`src/rtl/load_store_unit.sv`:
```
// Load/store unit: multicycle data-memory access engine fed by the ALU result.
//
// Each accepted request issues at most one memory transaction. Sizes and
// signedness follow RV32I funct3. Store data is replicated across byte lanes,
// and byte strobes select the lanes that are written. Load data is shifted down
// and then sign- or zero-extended. A misaligned access or an illegal funct3
// skips the memory and completes at once with fault=1.
//
// Ports:
//   clk, resetn         clock, synchronous active-low reset
//   start               one-cycle request pulse, ignored unless idle
//   is_store, funct3    access type and RV32I size/sign field
//   addr, wdata         effective address and store data
//   busy                memory transaction in progress
//   done, fault         one-cycle completion pulse, fault qualifies done
//   rdata               extended load result, held until the next good load
//   mem_req .. mem_wdata  memory request, held until mem_ready
//   mem_ready, mem_rdata  single-cycle memory accept/complete and read word
module load_store_unit #(
  parameter int unsigned MEM_ADDR_WIDTH = 32
) (
  input  logic                      clk,
  input  logic                      resetn,
  input  logic                      start,
  input  logic                      is_store,
  input  logic [2:0]                funct3,
  input  logic [31:0]               addr,
  input  logic [31:0]               wdata,
  output logic                      busy,
  output logic                      done,
  output logic                      fault,
  output logic [31:0]               rdata,
  output logic                      mem_req,
  output logic                      mem_we,
  output logic [MEM_ADDR_WIDTH-1:0] mem_addr,
  output logic [3:0]                mem_wstrb,
  output logic [31:0]               mem_wdata,
  input  logic                      mem_ready,
  input  logic [31:0]               mem_rdata
);

  typedef enum logic [1:0] {StIdle, StReq, StFin} state_e;

  state_e                    state_q, state_d;
  logic                      busy_q, busy_d;
  logic                      done_q, done_d;
  logic                      fault_q, fault_d;
  logic [31:0]               rdata_q, rdata_d;
  logic                      mem_req_q, mem_req_d;
  logic                      mem_we_q, mem_we_d;
  logic [MEM_ADDR_WIDTH-1:0] mem_addr_q, mem_addr_d;
  logic [3:0]                mem_wstrb_q, mem_wstrb_d;
  logic [31:0]               mem_wdata_q, mem_wdata_d;
  logic [2:0]                funct3_q, funct3_d;
  logic [1:0]                off_q, off_d;

  logic                      req_fault;
  logic [3:0]                lane_strb;
  logic [31:0]               lane_wdata;
  logic [31:0]               word_addr;
  logic [31:0]               shifted;
  logic [31:0]               load_val;

  // Request decode: legality, alignment and store lane placement.
  always_comb begin
    req_fault  = 1'b0;
    lane_strb  = 4'b1111;
    lane_wdata = wdata;
    word_addr  = {addr[31:2], 2'b00};

    case (funct3)
      3'b000:         req_fault = 1'b0;
      3'b001:         req_fault = addr[0];
      3'b010:         req_fault = (addr[1:0] != 2'b00);
      3'b100:         req_fault = is_store;
      3'b101:         req_fault = is_store | addr[0];
      default:        req_fault = 1'b1;
    endcase

    case (funct3[1:0])
      2'b00: begin
        lane_strb  = 4'b0001 << addr[1:0];
        lane_wdata = {4{wdata[7:0]}};
      end
      2'b01: begin
        lane_strb  = 4'b0011 << addr[1:0];
        lane_wdata = {2{wdata[15:0]}};
      end
      default: begin
        lane_strb  = 4'b1111;
        lane_wdata = wdata;
      end
    endcase
  end

  // Load extraction uses the size and offset latched at request time.
  always_comb begin
    shifted = mem_rdata >> {off_q, 3'b000};
    case (funct3_q)
      3'b000:  load_val = {{24{shifted[7]}}, shifted[7:0]};
      3'b100:  load_val = {24'h000000, shifted[7:0]};
      3'b001:  load_val = {{16{shifted[15]}}, shifted[15:0]};
      3'b101:  load_val = {16'h0000, shifted[15:0]};
      default: load_val = shifted;
    endcase
  end

  always_comb begin
    state_d     = state_q;
    busy_d      = busy_q;
    done_d      = done_q;
    fault_d     = fault_q;
    rdata_d     = rdata_q;
    mem_req_d   = mem_req_q;
    mem_we_d    = mem_we_q;
    mem_addr_d  = mem_addr_q;
    mem_wstrb_d = mem_wstrb_q;
    mem_wdata_d = mem_wdata_q;
    funct3_d    = funct3_q;
    off_d       = off_q;

    unique case (state_q)
      StIdle: begin
        if (start) begin
          funct3_d = funct3;
          off_d    = addr[1:0];
          if (req_fault) begin
            state_d = StFin;
            done_d  = 1'b1;
            fault_d = 1'b1;
          end else begin
            state_d     = StReq;
            busy_d      = 1'b1;
            mem_req_d   = 1'b1;
            mem_we_d    = is_store;
            mem_addr_d  = word_addr[MEM_ADDR_WIDTH-1:0];
            mem_wstrb_d = is_store ? lane_strb : 4'b0000;
            mem_wdata_d = is_store ? lane_wdata : 32'h0;
          end
        end
      end
      StReq: begin
        if (mem_ready) begin
          if (!mem_we_q) begin
            rdata_d = load_val;
          end
          state_d     = StFin;
          busy_d      = 1'b0;
          done_d      = 1'b1;
          mem_req_d   = 1'b0;
          mem_we_d    = 1'b0;
          mem_addr_d  = '0;
          mem_wstrb_d = 4'b0000;
          mem_wdata_d = 32'h0;
        end
      end
      StFin: begin
        state_d = StIdle;
        done_d  = 1'b0;
        fault_d = 1'b0;
      end
      default: begin
        state_d = StIdle;
      end
    endcase
  end

  always_ff @(posedge clk) begin
    if (!resetn) begin
      state_q     <= StIdle;
      busy_q      <= 1'b0;
      done_q      <= 1'b0;
      fault_q     <= 1'b0;
      rdata_q     <= 32'h0;
      mem_req_q   <= 1'b0;
      mem_we_q    <= 1'b0;
      mem_addr_q  <= '0;
      mem_wstrb_q <= 4'b0000;
      mem_wdata_q <= 32'h0;
      funct3_q    <= 3'b000;
      off_q       <= 2'b00;
    end else begin
      state_q     <= state_d;
      busy_q      <= busy_d;
      done_q      <= done_d;
      fault_q     <= fault_d;
      rdata_q     <= rdata_d;
      mem_req_q   <= mem_req_d;
      mem_we_q    <= mem_we_d;
      mem_addr_q  <= mem_addr_d;
      mem_wstrb_q <= mem_wstrb_d;
      mem_wdata_q <= mem_wdata_d;
      funct3_q    <= funct3_d;
      off_q       <= off_d;
    end
  end

  assign busy      = busy_q;
  assign done      = done_q;
  assign fault     = fault_q;
  assign rdata     = rdata_q;
  assign mem_req   = mem_req_q;
  assign mem_we    = mem_we_q;
  assign mem_addr  = mem_addr_q;
  assign mem_wstrb = mem_wstrb_q;
  assign mem_wdata = mem_wdata_q;

endmodule

```
`config.mk`:
```
export PLATFORM = sky130hd
export DESIGN_NAME = load_store_unit
export DESIGN_NICKNAME = d
export VERILOG_FILES = /design/src/rtl/load_store_unit.sv
export SDC_FILE = /design/constraint.sdc
export NUM_CORES = 1
export LEC_CHECK = 0
export CAP_MARGIN = 10
export CORE_ASPECT_RATIO = 1.1
export CORE_MARGIN = 2
export CORE_UTILIZATION = 42
export CTS_CLUSTER_DIAMETER = 120
export DETAILED_ROUTE_END_ITERATION = 16
export HOLD_SLACK_MARGIN = 0.1
export PLACE_DENSITY = 0.83
export SLEW_MARGIN = 25
export SYNTH_ARGS = -nofsm -noshare
export SYNTH_HDL_FRONTEND = slang
export SYNTH_SLANG_ARGS = --single-unit
```
`constraint.sdc`:
```
create_clock -name clk -period 3.06 [get_ports clk]
set_clock_uncertainty 0.15 [all_clocks]
set_input_delay 0.612 -clock clk [delete_from_list [all_inputs] [get_ports clk]]
set_output_delay 0.612 -clock clk [all_outputs]
set_load 0.005 [all_outputs]
```
==> run metrics <==
status=complete, no violations; largest net degree at the start of global routing=67; RSZ-0062 raised after global routing=false; Fmax=0.3867 GHz; mux contribution to synthesized area=11.50%; Slew @ Worst Pin=0.9545 ns; flip-flop and latch area=2182 um^2; CTS Buffer Depth=2; Seq/Total Area, Yosys=47.10%; synthesized flop and latch total=109; Async SR Flop Fraction=0%; layout cells sized above 1=7.122%; number of antenna diodes=0; CTS resizes=0; routed vias=4543; Crit path largest cell delay=0.43 ns; CTS root buf=clkbuf_16; die area=11890 um^2; gr busiest metal=met2; Die Ht=114.2 um; adder-cell share of the synthesized area=0.8102%; final worst path period need=2.586 ns; Worst Path Arrival=2.67 ns; GPL Wtd Cong=0.9279; Max Slew Vio Count=0; first-pass GRT wire length=23.27 mm; final worst slack=0.4737 ns; grt ovf=0; Total Power=0.003243 W; Setup TNS=0 ns; FP Rows=40; # nets final=776; crit path capture type=flip-flop; Clock transition at path regs=0.07 ns; total setup buffers inserted after CTS=0; peak supply drop=0.2402 mV; Hold Buf Count CTS=0; H-tree depth=3; Final Hold Fails=0; Worst EP required=3.14 ns; commonest non-fill, non-tap cell in the layout=clkdlybuf4s50_1; final worst path period share=84.52%; dominant synthesized flop cell=dfxtp_1; startpoint class of the critical path=input port; vias per inst=5.533; multi-input logic area=2223 um^2; CP Class=in -> reg; Mapped Area=4633 um^2; filler instances=902; WL final=14.84 mm; initial antenna violation count=0; Die Wd=104.1 um; Simple-Gate Fraction of Synth Area=6.832%; Tightest Hold Check Type=reg -> reg; Synth Area in XOR/XNOR=0.1890%; met1 Use GR=27.54%; number of synthesized flops with an enable pin=0; vias in the first global route=4506; pre-CTS setup slack=0.1588 ns; CTS tree=built; largest family of logic cells by synthesized area=compound AO/OA/AOI/OAI gates; Yosys warnings=0; met2 Usage GRT=43.46%; Num Clock Sinks=109; Worst path slowest cell=clkdlybuf4s50_1; core area=10860 um^2; Port Buffer Count=206; max_cap viols=0; clock latency at the later pin of the worst-skew pair=0.34 ns; critical-path cell list=clkdlybuf4s50_1, buf_4, nor4_1, nor3_1, o31a_2, buf_12, a22o_1; antenna viol nets, final=0; most frequent cells in the layout=clkdlybuf4s50_1 (206), dfxtp_1 (109), a21oi_1 (62); average wire per standard cell=18.07 um; num ports=209; pwr/cell area=457.6 nW/um^2; met3 usage=7.057%; P_leak=2.645 nW; Post-Syn Area per Cell=9.632 um^2; Crit Path Max Fanout=66; max_slew headroom=36.13%; dpl hpwl=11.17 mm; Synth Area in Compound Gates=28.46%; drt pass-1 iters=5; initial core utilization=42.66%; initial DRC count=252; Cell variety after synth=44; Hold Slack=0.3128 ns; count of final setup violators=0; Syn Inst Count=481; Total Routing Usage GR=24.32%; cts bufs inserted=9; Residual DRC=0; Area growth syn-to-layout=52.96%
-- cell families after synthesis --
kind of cell | Yosys count
AOI/OAI and AO/OA | 191
DFF | 109
and+or+nand+nor | 71
buffers and inverters | 54
muxes | 51
adders and majority gates | 3
other | 1
xor gates and xnor gates | 1
-- per-layer routing --
| metal | routed length (um) | vias to the layer above |
|---|---|---|
| met5 | 0 | - |
| met4 | 297 | 0 |
| met3 | 1193 | 24 |
| met2 | 7436 | 211 |
| met1 | 5908 | 2166 |
| li1 | - | 2142 |
-- where the power goes --
part / switching [W] / internal [W] / total (W) / leakage (nW)
Combinational: 0.000295 / 0.000343 / 0.000637 / 1.63
Clock: 0.000531 / 0.000554 / 0.00109 / 0.132
Sequential: 0.0000429 / 0.00148 / 0.00152 / 0.883
Total: 0.000869 / 0.00237 / 0.00324 / 2.65
-- synthesized netlist by cell type (3+ instances only) --
cell | instances | area share [%]
mux2i_1 | 42 | 9.1
o21ai_0 | 34 | 3.7
a21oi_1 | 62 | 6.7
nor2_1 | 8 | 0.65
mux2_2 | 8 | 1.9
nand3_1 | 8 | 0.86
inv_1 | 7 | 0.57
o211ai_1 | 8 | 1.3
nor2b_1 | 4 | 0.54
a22o_1 | 47 | 8.9
buf_1 | 4 | 0.32
nand2_1 | 41 | 3.3
o2bb2ai_1 | 27 | 5.1
clkbuf_1 | 31 | 2.5
buf_4 | 4 | 0.65
ha_1 | 3 | 0.81
buf_2 | 6 | 0.65
or2_2 | 3 | 0.41
dfxtp_1 | 109 | 47
-- stage by stage --
step                      instances  cell area [um^2]  util (%)
final                           821              7087     65.25
after global placement          805              6814     62.74
after CTS                       821              7087     65.25
after floorplan                 482              4637         -
after detailed placement        805              6814     62.74
after global routing            821              7087     65.25
-- critical path: cells and delay by family --
kind	cells	cell delay (ns)
buffers and inverters	3	0.82
AO/OA/AOI/OAI	2	0.61
AND/OR/NAND/NOR	2	0.60
-- path summary, 6_finish.rpt --
path | start | to | slack, ns | depth (start not counted)
setup / recovery | addr[1] | mem_wdata[1]$_SDFFE_PN0P_ | 0.47 | 7
hold / removal | rdata[5]$_SDFFE_PN0P_ | rdata[5]$_SDFFE_PN0P_ | 0.31 | 2
setup reg to reg | state_q[0]$_SDFFE_PN0P_ | mem_wdata[1]$_SDFFE_PN0P_ | 0.67 | 7
hold reg to reg | rdata[5]$_SDFFE_PN0P_ | rdata[5]$_SDFFE_PN0P_ | 0.31 | 2
-- area by class of cell --
| class | instances | share of cell area (%) |
|---|---|---|
| Clock buffer | 9 | 3.178 |
| Clock inverter | 7 | 0.6709 |
| Inverter | 8 | 0.4237 |
| Multi-Input combinational cell | 319 | 31.37 |
| Sequential cell | 109 | 30.79 |
| Tap cell | 147 | 2.595 |
| Timing Repair Buffer | 222 | 30.97 |
-- registers in the layout, summed over array words and instances (netlist names) --
signal,flops
mem_req,1
funct3_q,3
off_q,2
state_q,2
fault,1
mem_we,1
rdata,32
mem_wdata,32
mem_wstrb,4
mem_addr,30
done,1
Note: power is estimated with default switching activity, not from simulation.
